**src/rtl/lcd_video_out.sv**
```systemverilog
// rtl/lcd_video_out.sv - LCD raster timing, frame-buffer read request, latency alignment, pixel conversion
// Optional colour-bar source: define LCD_TEST_PATTERN_EN (adds tp_sel input).
module lcd_video_out #(
  parameter int IN_FMT   = 0,
  parameter int IN_W     = 16,
  parameter int OUT_BITS = 8,
  parameter int RD_LAT   = 2,
  parameter int CNT_W    = 16
) (
  input  logic                video_clk,
  input  logic                rst_n,
  input  logic                enable,
  input  logic [CNT_W-1:0]    h_total,
  input  logic [CNT_W-1:0]    h_sync,
  input  logic [CNT_W-1:0]    h_bporch,
  input  logic [CNT_W-1:0]    h_res,
  input  logic [CNT_W-1:0]    v_total,
  input  logic [CNT_W-1:0]    v_sync,
  input  logic [CNT_W-1:0]    v_bporch,
  input  logic [CNT_W-1:0]    v_res,
  input  logic                hs_pol,
  input  logic                vs_pol,
`ifdef LCD_TEST_PATTERN_EN
  input  logic                tp_sel,
`endif
  output logic                fb_rden,
  input  logic [IN_W-1:0]     fb_data,
  input  logic                fb_empty,
  output logic                lcd_hs,
  output logic                lcd_vs,
  output logic                lcd_de,
  output logic [OUT_BITS-1:0] lcd_r,
  output logic [OUT_BITS-1:0] lcd_g,
  output logic [OUT_BITS-1:0] lcd_b,
  output logic                frame_start,
  output logic                cfg_err,
  output logic                underflow,
  input  logic                underflow_clr
);

  localparam int SW = CNT_W + 2;
  // Stage 0 is aligned with fb_rden, stage DL-1 with the captured pixel r_pix.
  localparam int DL = RD_LAT + 2;

  logic [CNT_W-1:0] r_h_cnt, r_v_cnt;
  logic [CNT_W-1:0] r_h_total, r_h_sync, r_h_bporch, r_h_res;
  logic [CNT_W-1:0] r_v_total, r_v_sync, r_v_bporch, r_v_res;
  logic             r_run, r_cfg_err, r_frame_start;
`ifdef LCD_TEST_PATTERN_EN
  logic             r_tp;
`endif

  logic             w_h_wrap, w_v_wrap, w_load, w_cfg_bad, w_go;
  logic [SW-1:0]    w_h_start, w_h_end, w_v_start, w_v_end;
  logic             w_h_act, w_v_act, w_hs, w_vs, w_de, w_rden;

  logic [2:0]       r_dl [DL];
  logic             r_rden;
  logic [IN_W-1:0]  r_pix;
  logic             r_hs_o, r_vs_o, r_de_o, r_underflow;
  logic [OUT_BITS-1:0] r_r, r_g, r_b;

  logic [7:0]       w_r8, w_g8, w_b8;
  logic [7:0]       w_sr8, w_sg8, w_sb8;

  assign w_h_wrap  = (SW'(r_h_cnt) + SW'(1)) >= SW'(r_h_total);
  assign w_v_wrap  = (SW'(r_v_cnt) + SW'(1)) >= SW'(r_v_total);
  assign w_load    = enable & (~r_run | (w_h_wrap & w_v_wrap));
  assign w_cfg_bad = ((SW'(h_sync) + SW'(h_bporch) + SW'(h_res)) > SW'(h_total)) |
                     ((SW'(v_sync) + SW'(v_bporch) + SW'(v_res)) > SW'(v_total)) |
                     (h_total == '0) | (v_total == '0);

  // Raster counters; shadow timing is reloaded only when a new frame begins.
  always_ff @(posedge video_clk or negedge rst_n) begin
    if (!rst_n) begin
      r_h_cnt       <= '0;
      r_v_cnt       <= '0;
      r_run         <= 1'b0;
      r_cfg_err     <= 1'b0;
      r_frame_start <= 1'b0;
      r_h_total     <= '0;
      r_h_sync      <= '0;
      r_h_bporch    <= '0;
      r_h_res       <= '0;
      r_v_total     <= '0;
      r_v_sync      <= '0;
      r_v_bporch    <= '0;
      r_v_res       <= '0;
`ifdef LCD_TEST_PATTERN_EN
      r_tp          <= 1'b0;
`endif
    end else if (!enable) begin
      r_h_cnt       <= '0;
      r_v_cnt       <= '0;
      r_run         <= 1'b0;
      r_frame_start <= 1'b0;
    end else begin
      r_frame_start <= w_load;
      if (w_load) begin
        r_h_total  <= h_total;
        r_h_sync   <= h_sync;
        r_h_bporch <= h_bporch;
        r_h_res    <= h_res;
        r_v_total  <= v_total;
        r_v_sync   <= v_sync;
        r_v_bporch <= v_bporch;
        r_v_res    <= v_res;
        r_cfg_err  <= w_cfg_bad;
`ifdef LCD_TEST_PATTERN_EN
        r_tp       <= tp_sel;
`endif
      end
      if (!r_run) begin
        r_run   <= 1'b1;
        r_h_cnt <= '0;
        r_v_cnt <= '0;
      end else if (w_h_wrap) begin
        r_h_cnt <= '0;
        r_v_cnt <= w_v_wrap ? '0 : r_v_cnt + CNT_W'(1);
      end else begin
        r_h_cnt <= r_h_cnt + CNT_W'(1);
      end
    end
  end

  assign w_go      = enable & r_run & ~r_cfg_err;
  assign w_h_start = SW'(r_h_sync) + SW'(r_h_bporch);
  assign w_h_end   = w_h_start + SW'(r_h_res);
  assign w_v_start = SW'(r_v_sync) + SW'(r_v_bporch);
  assign w_v_end   = w_v_start + SW'(r_v_res);
  assign w_h_act   = (SW'(r_h_cnt) >= w_h_start) & (SW'(r_h_cnt) < w_h_end);
  assign w_v_act   = (SW'(r_v_cnt) >= w_v_start) & (SW'(r_v_cnt) < w_v_end);
  assign w_hs      = w_go & (r_h_cnt < r_h_sync);
  assign w_vs      = w_go & (r_v_cnt < r_v_sync);
  assign w_de      = w_go & w_h_act & w_v_act;
`ifdef LCD_TEST_PATTERN_EN
  assign w_rden    = w_de & ~r_tp;
`else
  assign w_rden    = w_de;
`endif

  // Sync/DE delay line; cleared at once when enable drops so the pins go idle quickly.
  always_ff @(posedge video_clk or negedge rst_n) begin
    if (!rst_n) begin
      r_rden <= 1'b0;
      for (int i = 0; i < DL; i++) r_dl[i] <= '0;
    end else if (!enable) begin
      r_rden <= 1'b0;
      for (int i = 0; i < DL; i++) r_dl[i] <= '0;
    end else begin
      r_rden   <= w_rden;
      r_dl[0]  <= {w_hs, w_vs, w_de};
      for (int i = 1; i < DL; i++) r_dl[i] <= r_dl[i-1];
    end
  end

  always_ff @(posedge video_clk or negedge rst_n) begin
    if (!rst_n) r_pix <= '0;
    else        r_pix <= fb_data;
  end

  generate
    if (IN_FMT == 0) begin : g_rgb565
      assign w_r8 = {r_pix[15:11], r_pix[15:13]};
      assign w_g8 = {r_pix[10:5],  r_pix[10:9]};
      assign w_b8 = {r_pix[4:0],   r_pix[4:2]};
    end else begin : g_rgb888
      assign w_r8 = r_pix[23:16];
      assign w_g8 = r_pix[15:8];
      assign w_b8 = r_pix[7:0];
    end
  endgenerate

`ifdef LCD_TEST_PATTERN_EN
  logic [CNT_W-1:0] r_bar_cnt, w_bar_w;
  logic [2:0]       r_bar, w_bar_rgb;
  logic [2:0]       r_bar_dl [DL];

  assign w_bar_w = r_h_res >> 3;

  // Bar index follows the DE pixel count; the last bar absorbs any remainder.
  always_ff @(posedge video_clk or negedge rst_n) begin
    if (!rst_n) begin
      r_bar_cnt <= '0;
      r_bar     <= '0;
      for (int i = 0; i < DL; i++) r_bar_dl[i] <= '0;
    end else begin
      r_bar_dl[0] <= r_bar;
      for (int i = 1; i < DL; i++) r_bar_dl[i] <= r_bar_dl[i-1];
      if (!w_de) begin
        r_bar_cnt <= '0;
        r_bar     <= '0;
      end else if ((r_bar != 3'd7) && ((SW'(r_bar_cnt) + SW'(1)) >= SW'(w_bar_w))) begin
        r_bar_cnt <= '0;
        r_bar     <= r_bar + 3'd1;
      end else begin
        r_bar_cnt <= r_bar_cnt + CNT_W'(1);
      end
    end
  end

  always_comb begin
    w_bar_rgb = 3'b000;
    case (r_bar_dl[DL-1])
      3'd0: w_bar_rgb = 3'b111;
      3'd1: w_bar_rgb = 3'b110;
      3'd2: w_bar_rgb = 3'b011;
      3'd3: w_bar_rgb = 3'b010;
      3'd4: w_bar_rgb = 3'b101;
      3'd5: w_bar_rgb = 3'b100;
      3'd6: w_bar_rgb = 3'b001;
      default: w_bar_rgb = 3'b000;
    endcase
  end

  assign w_sr8 = r_tp ? {8{w_bar_rgb[2]}} : w_r8;
  assign w_sg8 = r_tp ? {8{w_bar_rgb[1]}} : w_g8;
  assign w_sb8 = r_tp ? {8{w_bar_rgb[0]}} : w_b8;
`else
  assign w_sr8 = w_r8;
  assign w_sg8 = w_g8;
  assign w_sb8 = w_b8;
`endif

  generate
    if (OUT_BITS < 8) begin : g_trunc
      logic w_unused_lsb;
      assign w_unused_lsb = ^{w_sr8[7-OUT_BITS:0], w_sg8[7-OUT_BITS:0], w_sb8[7-OUT_BITS:0]};
    end
  endgenerate

  always_ff @(posedge video_clk or negedge rst_n) begin
    if (!rst_n) begin
      r_hs_o <= 1'b0;
      r_vs_o <= 1'b0;
      r_de_o <= 1'b0;
      r_r    <= '0;
      r_g    <= '0;
      r_b    <= '0;
    end else if (!enable) begin
      r_hs_o <= 1'b0;
      r_vs_o <= 1'b0;
      r_de_o <= 1'b0;
      r_r    <= '0;
      r_g    <= '0;
      r_b    <= '0;
    end else begin
      r_hs_o <= r_dl[DL-1][2];
      r_vs_o <= r_dl[DL-1][1];
      r_de_o <= r_dl[DL-1][0];
      r_r    <= r_dl[DL-1][0] ? w_sr8[7 -: OUT_BITS] : '0;
      r_g    <= r_dl[DL-1][0] ? w_sg8[7 -: OUT_BITS] : '0;
      r_b    <= r_dl[DL-1][0] ? w_sb8[7 -: OUT_BITS] : '0;
    end
  end

  // A new underflow event wins over a simultaneous clear.
  always_ff @(posedge video_clk or negedge rst_n) begin
    if (!rst_n)                  r_underflow <= 1'b0;
    else if (r_rden & fb_empty)  r_underflow <= 1'b1;
    else if (underflow_clr)      r_underflow <= 1'b0;
  end

  assign fb_rden     = r_rden;
  assign lcd_hs      = r_hs_o ? hs_pol : ~hs_pol;
  assign lcd_vs      = r_vs_o ? vs_pol : ~vs_pol;
  assign lcd_de      = r_de_o;
  assign lcd_r       = r_r;
  assign lcd_g       = r_g;
  assign lcd_b       = r_b;
  assign frame_start = r_frame_start;
  assign cfg_err     = r_cfg_err;
  assign underflow   = r_underflow;

endmodule

```
**config.mk**
```make
export PLATFORM = sky130hd
export DESIGN_NAME = lcd_video_out
export DESIGN_NICKNAME = d
export VERILOG_FILES = /design/src/rtl/lcd_video_out.sv
export SDC_FILE = /design/constraint.sdc
export NUM_CORES = 1
export LEC_CHECK = 0
export ABC_CLOCK_PERIOD_IN_PS = 5070
export CAP_MARGIN = 20
export CORE_MARGIN = 2
export CORE_UTILIZATION = 58
export DETAILED_ROUTE_END_ITERATION = 16
export GPL_ROUTABILITY_DRIVEN = 0
export PLACE_DENSITY_LB_ADDON = 0.12
export SKIP_LAST_GASP = 1
export SLEW_MARGIN = 40
export SYNTH_ARGS = -nofsm -noshare
export SYNTH_HDL_FRONTEND = slang
export SYNTH_SLANG_ARGS = --single-unit
```
**constraint.sdc**
```tcl
create_clock -name video_clk -period 5.07 [get_ports video_clk]
set_input_delay 1.014 -clock video_clk [delete_from_list [all_inputs] [get_ports video_clk]]
set_output_delay 1.014 -clock video_clk [all_outputs]
set_load 0.05 [all_outputs]
```
==> results of run 1 <==
-- final timing paths --
path                            slack [ps]               endpoint  depth (start not counted)                    start
worst min-delay path                   450     r_pix[3]$_DFF_PN0_                          1                    rst_n
max in group asynchronous             3690  r_h_cnt[11]$_DFF_PN0_                          2                    rst_n
worst max-delay path                  -100      r_dl[9]$_DFF_PN0_                         26  r_h_sync[0]$_DFFE_PN0P_
min in group video_clk                 450      r_dl[2]$_DFF_PN0_                          1        r_dl[5]$_DFF_PN0_
worst max register to register        -100      r_dl[9]$_DFF_PN0_                         26  r_h_sync[0]$_DFFE_PN0P_
worst min register to register         450      r_dl[2]$_DFF_PN0_                          1        r_dl[5]$_DFF_PN0_
-- flip-flops by register name, indices dropped and copies added, names as in the netlist --
register,flops
r_vs_o,1
r_h_cnt,16
r_hs_o,1
r_dl,12
r_v_res,16
lcd_b,5
cfg_err,1
r_h_sync,16
lcd_g,6
lcd_de,1
r_h_bporch,16
underflow,1
frame_start,1
lcd_r,5
r_h_res,16
r_run,1
r_h_total,16
r_v_cnt,16
r_pix,16
r_v_bporch,16
r_v_total,16
r_v_sync,16
-- timing repair --
item                                    in CTS  in global routing
pin swaps                                   52                 62
endpoints found under the setup margin       2                  2
resized for setup                           75                 85
hold buffers                                 0                  0
setup buffers                               20                 11
-- cell families (layout without fill, tap and decap cells) --
family,after synthesis,after routing
simple gates,418,418
compound gates,368,368
fa+ha+maj,293,293
flops,211,211
buf+inv,192,557
xor+xnor,103,103
mux,99,99
-- routing by layer --
metal	up-vias	routed length [um]	GRT usage, %
li1	6685	-	-
met1	6786	20000	41.3
met2	519	21400	49.4
met3	104	2780	3.49
met4	0	1550	9.50
met5	-	0	0
-- power groups by stage --
stage / sequential, mW / clock, mW / combinational [mW]
finish: 1.96 / 1.78 / 4.64
global route: 1.98 / 1.88 / 5.11
CTS: 1.96 / 1.81 / 4.40
detailed placement: 1.99 / 0 / 4.14
global placement: 1.98 / 0 / 3.98
floorplan: 1.95 / 0 / 2.69
-- final cells by class --
| type | instances | area [sq um] |
|---|---|---|
| Inverter | 154 | 581 |
| Clock inverter | 9 | 109 |
| Multi-Input combinational cell | 1281 | 11000 |
| Sequential cell | 211 | 5280 |
| Timing Repair Buffer | 360 | 3220 |
| Tap cell | 378 | 473 |
| Clock buffer | 34 | 698 |
| Fill cell | 1929 | 6660 |
-- cells in the final DEF (no fill, tap or decap), types with 31 or more instances in the layout --
cell               n
mux2_2            69
and3_1            32
a21o_1            39
o21ai_0           92
nand2_1          103
ha_1             242
and2_1            31
xor2_1            36
inv_1            152
dfrtp_1          211
a21oi_1           87
nand3_1           43
fa_1              32
clkdlybuf4s50_1  138
nor2_1            69
xnor2_1           64
buf_4            174
-- stage by stage --
| step | util, % | TNS [ps] |
|---|---|---|
| final | 76.2 | -156 |
| after floorplan | - | -16.1 |
| after CTS | 75.2 | 0 |
| after global routing | 76.2 | -540 |
| after global placement | 71.0 | -1320 |
| after detailed placement | 71.1 | -1450 |
==> impl_metrics.env, run 1 <==
export IMPL_synth_commonest_cells="ha_1 (255), dfrtp_1 (211), inv_1 (153), o21ai_0 (105), nand2_1 (104)"
export IMPL_synth_area_top_cells="dfrtp_1 (32%), ha_1 (19%), mux2_2 (4.7%)"
export IMPL_crit_path_max_fanout=5
export IMPL_synthMostInstantiatedCell="ha_1"
export IMPL_drv_cap=0
export IMPL_clockRootBuffer="clkbuf_16"
export IMPL_fin_nets=2476
export IMPL_power_frac_seq_pct=23.4
export IMPL_h_tree_depth=1
export IMPL_crit_type="flip-flop to flip-flop"
export IMPL_p_per_area_mw_per_mm2=393
export IMPL_synth_top_area_cell="dfrtp_1"
export IMPL_cpLargestDelayFamily="compound AO/OA/AOI/OAI gates"
export IMPL_power_mw=8.38
export IMPL_dp_hpwl_mm=35.4
export IMPL_cts_sinks=211
export IMPL_slowest_delay_ps=400
export IMPL_synthFlopType="dfrtp_1"
export IMPL_slew_viol_final=0
export IMPL_synth_cells=1684
export IMPL_synthDistinctLibCells=72
export IMPL_synth_compound_area_share_pct=14.0
export IMPL_finalNonFillerCells=2427
export IMPL_synth_top_family_by_area="adder cells"
export IMPL_tightest_slew_ps=686
export IMPL_core_area_sq_mm=0.0280
export IMPL_synth_area_sq_mm=0.0166
export IMPL_fin_crit_sh_pct=102
export IMPL_power_net_switching_mw=3.17
export IMPL_fin_crit_ps=5170
export IMPL_drt_total_wl_mm=45.7
export IMPL_fp_dieW_um=173
export IMPL_pre_cts_slack_ps=-936
export IMPL_overflow=0
export IMPL_synth_edf_count=0
export IMPL_power_leakage_nw=10.7
export IMPL_critPathArrivalTime_ps=5630
export IMPL_slew_limit_headroom_pct=53.1
export IMPL_cts_tree="built"
export IMPL_hold_viol=0
export IMPL_slowest_stage="dfrtp_1"
export IMPL_syn_area_per_cell_sq_um=9.88
export IMPL_wl_per_cell_um=18.8
export IMPL_path_buf_inv=3
export IMPL_ant_nets=0
export IMPL_place_area_sq_mm=0.0199
export IMPL_cts_buffers=24
export IMPL_clockBufferDepth=3
export IMPL_die_y_um=173
export IMPL_grt_max_degree=121
export IMPL_syn_to_final_growth_pct=28.4
export IMPL_ys_seq_area_share_pct=31.7
export IMPL_synth_top_area_share_pct=31.7
export IMPL_portBuffers=181
export IMPL_swShare_pct=37.8
export IMPL_grt_pass1_vias=14300
export IMPL_min_path_type="primary input to asynchronous set/reset pin"
export IMPL_synth_xor_area_share_pct=5.42
export IMPL_p_int_mw=5.22
export IMPL_synth_simple_gate_area_share_pct=12.9
export IMPL_fin_area_sq_mm=0.0213
export IMPL_dr_first_iter_drc_count=1118
export IMPL_p_clk_share_pct=21.3
export IMPL_initial_core_util_pct=59.4
export IMPL_grt_pass1_wl_mm=72.8
export IMPL_muxShareOfSynthArea_pct=7.35
export IMPL_vias=14100
export IMPL_antenna_found_initial=0
export IMPL_setup_ws_ps=-103
export IMPL_start_kind="flip-flop"
export IMPL_setup_viol=2
export IMPL_hold_ws_ps=446
export IMPL_synth_nets=2128
export IMPL_cts_reportedPaths_clkPinSlew_ps=60
export IMPL_drc_errors=0
export IMPL_yosys_area_share_adder_pct=23.8
export IMPL_finalClockSkew_ps=10.3
export IMPL_clock_latency_ps=540
export IMPL_crit_path_end_kind="flip-flop"
export IMPL_dieArea_sq_mm=0.0300
export IMPL_ys_ff_latch=211
export IMPL_violations="setup timing"
export IMPL_diodes=0
export IMPL_grt_setup_unrepaired="true"
export IMPL_grt_usage_pct=29.9
export IMPL_yosys_warnings=0
export IMPL_vias_per_cell=5.81
export IMPL_async_flop_share_pct=100
export IMPL_ir_drop_v=0.000332
export IMPL_critPathRequiredTime_ps=5530
export IMPL_dpl_cell_count=2353
export IMPL_status="complete, but fails checks"
export IMPL_combPwrFrac_pct=55.3
export IMPL_fmax_mhz=193
export IMPL_io_pins=182
export IMPL_placementRows=61
export IMPL_dr_pass1_iters=5
export IMPL_drive_gt1_share_pct=20.5
Note: power is estimated with default switching activity, not from simulation.
==> run 2, diff against run 1 <==
- CAP_MARGIN: 20 -> unset
- CTS_CLUSTER_DIAMETER: unset -> 150
==> results of run 2 <==
Final layout, timing and power as in run 1 (identical DEF).
==> run 3, diff against run 2 <==
- CTS_BUF_LIST: unset -> sky130_fd_sc_hd__clkbuf_16
- SETUP_SLACK_MARGIN: unset -> 0.5
==> run 3 against run 2 <==
Effect of this change: the flow still finishes with violations (setup timing); critical endpoint unchanged; global-route usage fell by 0.79 points; clock power barely moved; largest cell class unchanged; die area did not move; worst setup slack got worse by 19 ps; via count fell by 1.2%; wire length fell by 2.3%; largest power group unchanged; power fell by 2.4%; worst hold slack got worse by 110 ps; highest routed layer unchanged; flip-flop and latch count did not move.
==> impl_metrics.env, run 3 (synthesis gave the netlist of run 1 again) <==
export IMPL_status="complete, but fails checks"
export IMPL_violations="setup timing"
export IMPL_dp_hpwl_mm=34.9
export IMPL_setup_ws_ps=-122
export IMPL_initial_core_util_pct=59.4
export IMPL_fp_dieW_um=173
export IMPL_cts_reportedPaths_clkPinSlew_ps=60
export IMPL_fin_nets=2458
export IMPL_slowest_delay_ps=420
export IMPL_io_pins=182
export IMPL_dr_pass1_iters=5
export IMPL_cts_sinks=211
export IMPL_utilization_pct=75.3
export IMPL_min_path_type="primary input to asynchronous set/reset pin"
export IMPL_dieArea_sq_mm=0.0300
export IMPL_placementRows=61
export IMPL_diodes=0
export IMPL_grt_pass1_vias=14000
export IMPL_cts_tree="built"
export IMPL_slowest_stage="a2111oi_4"
export IMPL_ant_nets=0
export IMPL_antenna_found_initial=0
export IMPL_clockRootBuffer="clkbuf_16"
export IMPL_cp_common_cell="a21oi_2"
export IMPL_p_per_area_mw_per_mm2=388
export IMPL_cts_buffers=24
export IMPL_cpLargestDelayFamily="compound AO/OA/AOI/OAI gates"
export IMPL_slew_viol_final=0
export IMPL_grt_setup_unrepaired="true"
export IMPL_start_kind="flip-flop"
export IMPL_fin_crit_sh_pct=102
export IMPL_dr_first_iter_drc_count=944
export IMPL_overflow=0
export IMPL_path_buf_inv=2
export IMPL_crit_type="flip-flop to flip-flop"
export IMPL_place_area_sq_mm=0.0198
export IMPL_path_cells="ha_1 -> a211oi_2 -> buf_4 -> o21ai_0 -> a31o_2 -> a21oi_2 -> o21ba_2 -> xnor2_1 -> ha_1 -> a21oi_2 -> o21ai_2 -> a21o_1 -> a211o_1 -> nand2_1 -> ha_1 -> a21o_1 -> a2111oi_4 -> a21oi_2 -> a21oi_2 -> a31oi_1 -> a211oi_2 -> o2111a_1 -> o311a_1 -> buf_4"
export IMPL_hold_viol=0
export IMPL_drive_gt1_share_pct=18.7
export IMPL_wl_per_cell_um=18.6
export IMPL_fin_crit_ps=5190
export IMPL_critPathArrivalTime_ps=5660
export IMPL_ir_drop_v=0.000312
export IMPL_clockBufferDepth=3
export IMPL_drc_errors=0
export IMPL_power_leakage_nw=10.4
export IMPL_h_tree_depth=1
export IMPL_critPathRequiredTime_ps=5530
export IMPL_tightest_slew_ps=627
export IMPL_final_cell_mix="ha_1 (247), dfrtp_1 (211), inv_1 (157)"
export IMPL_drt_total_wl_mm=44.7
export IMPL_drv_cap=0
export IMPL_fin_area_sq_mm=0.0211
export IMPL_crit_path_max_fanout=3
export IMPL_grt_pass1_wl_mm=71.2
export IMPL_vias_per_cell=5.78
export IMPL_portBuffers=181
export IMPL_grt_max_degree=97
export IMPL_final_common_cell="ha_1"
export IMPL_core_area_sq_mm=0.0280
export IMPL_grt_usage_pct=29.1
export IMPL_vias=13900
export IMPL_die_y_um=173
export IMPL_clock_latency_ps=540
export IMPL_crit_path_end_kind="flip-flop"
export IMPL_syn_to_final_growth_pct=26.8
export IMPL_finalClockSkew_ps=15.7
export IMPL_slew_limit_headroom_pct=57.8
export IMPL_setup_viol=2
export IMPL_fmax_mhz=193
export IMPL_cts_hold_buf=0
run 3: changes by cell type in the layout (fill, tap and decap cells not counted), moves of 4 or more:
| cell | previous run | this run |
|---|---|---|
| inv_1 | 152 | 157 |
| buf_4 | 174 | 156 |
| ha_4 | 11 | 7 |
| buf_12 | 4 | 0 |
| clkbuf_1 | 4 | 0 |
| dlymetal6s2s_1 | 18 | 2 |
| clkdlybuf4s50_1 | 138 | 156 |
| clkbuf_8 | 6 | 0 |
| clkbuf_2 | 9 | 3 |
| ha_1 | 242 | 247 |
| dlygate4sd2_1 | 7 | 13 |
run 3: layout make-up:
type / count / area (sq um)
multi-input cells: 1281 / 10900
fillers: 1946 / 6920
flip-flops and latches: 211 / 5280
repair buffers: 342 / 3070
clock buffers: 24 / 601
inverters: 154 / 581
well taps: 378 / 473
clock inverters: 18 / 193
run 3: through the flow:
step | setup WS (ps) | total power [mW] | TNS, ps | hold WS (ps) | cells
6_report | -122 | 8.18 | -212 | 333 | 2408
2_1_floorplan | -16.1 | 4.64 | -16.1 | 434 | 1684
4_1_cts | -245 | 7.98 | -336 | 452 | 2397
3_3_place_gp | -867 | 5.91 | -1250 | 436 | 2341
3_5_place_dp | -1010 | 6.06 | -1470 | 439 | 2341
5_1_grt | -346 | 8.77 | -628 | 329 | 2408
run 3: layer usage:
metal / global-route usage, % / share of wire, %
met1: 40.2 / 44
met2: 48.3 / 46
met3: 3.51 / 6.5
met4: 8.58 / 3.1
met5: 0 / 0
run 3: worst paths after layout:
| check | from | slack (ps) | to | cells after the start |
|---|---|---|---|---|
| setup / recovery | r_h_sync[1]$_DFFE_PN0P_ | -120 | r_dl[9]$_DFF_PN0_ | 24 |
| hold / removal | rst_n | 330 | r_pix[3]$_DFF_PN0_ | 1 |
| setup reg to reg | r_h_sync[1]$_DFFE_PN0P_ | -120 | r_dl[9]$_DFF_PN0_ | 24 |
| hold reg to reg | r_dl[3]$_DFF_PN0_ | 450 | r_dl[0]$_DFF_PN0_ | 1 |
| max in group asynchronous | rst_n | 3880 | r_h_sync[14]$_DFFE_PN0P_ | 2 |
| min in group video_clk | r_dl[3]$_DFF_PN0_ | 450 | r_dl[0]$_DFF_PN0_ | 1 |
run 3: worst reg2reg max path, cell delays in order (launching register included):
cell and delay (ps):
dfrtp_1 410, ha_1 330, a211oi_2 270, buf_4 170, o21ai_0 110, a31o_2 270, a21oi_2 190, o21ba_2 160
xnor2_1 150, ha_1 310, a21oi_2 170, o21ai_2 100, a21o_1 190, a211o_1 280, nand2_1 70, ha_1 240
a21o_1 200, a2111oi_4 420, a21oi_2 110, a21oi_2 150, a31oi_1 80, a211oi_2 180, o2111a_1 210, o311a_1 180
buf_4 150
run 3: repair_timing:
item,CTS,global route
setup endpoints to repair,2,134
endpoints found under the hold margin,0,0
resized for setup,59,59
pin swaps,22,33
gates cloned,0,1
setup buffers,14,9
run 3: where the power goes:
| part | switching, mW | internal, mW | total (mW) |
|---|---|---|---|
| Clock | 0.727 | 1.06 | 1.79 |
| Combinational | 2.23 | 2.20 | 4.43 |
| Sequential | 0.117 | 1.84 | 1.96 |
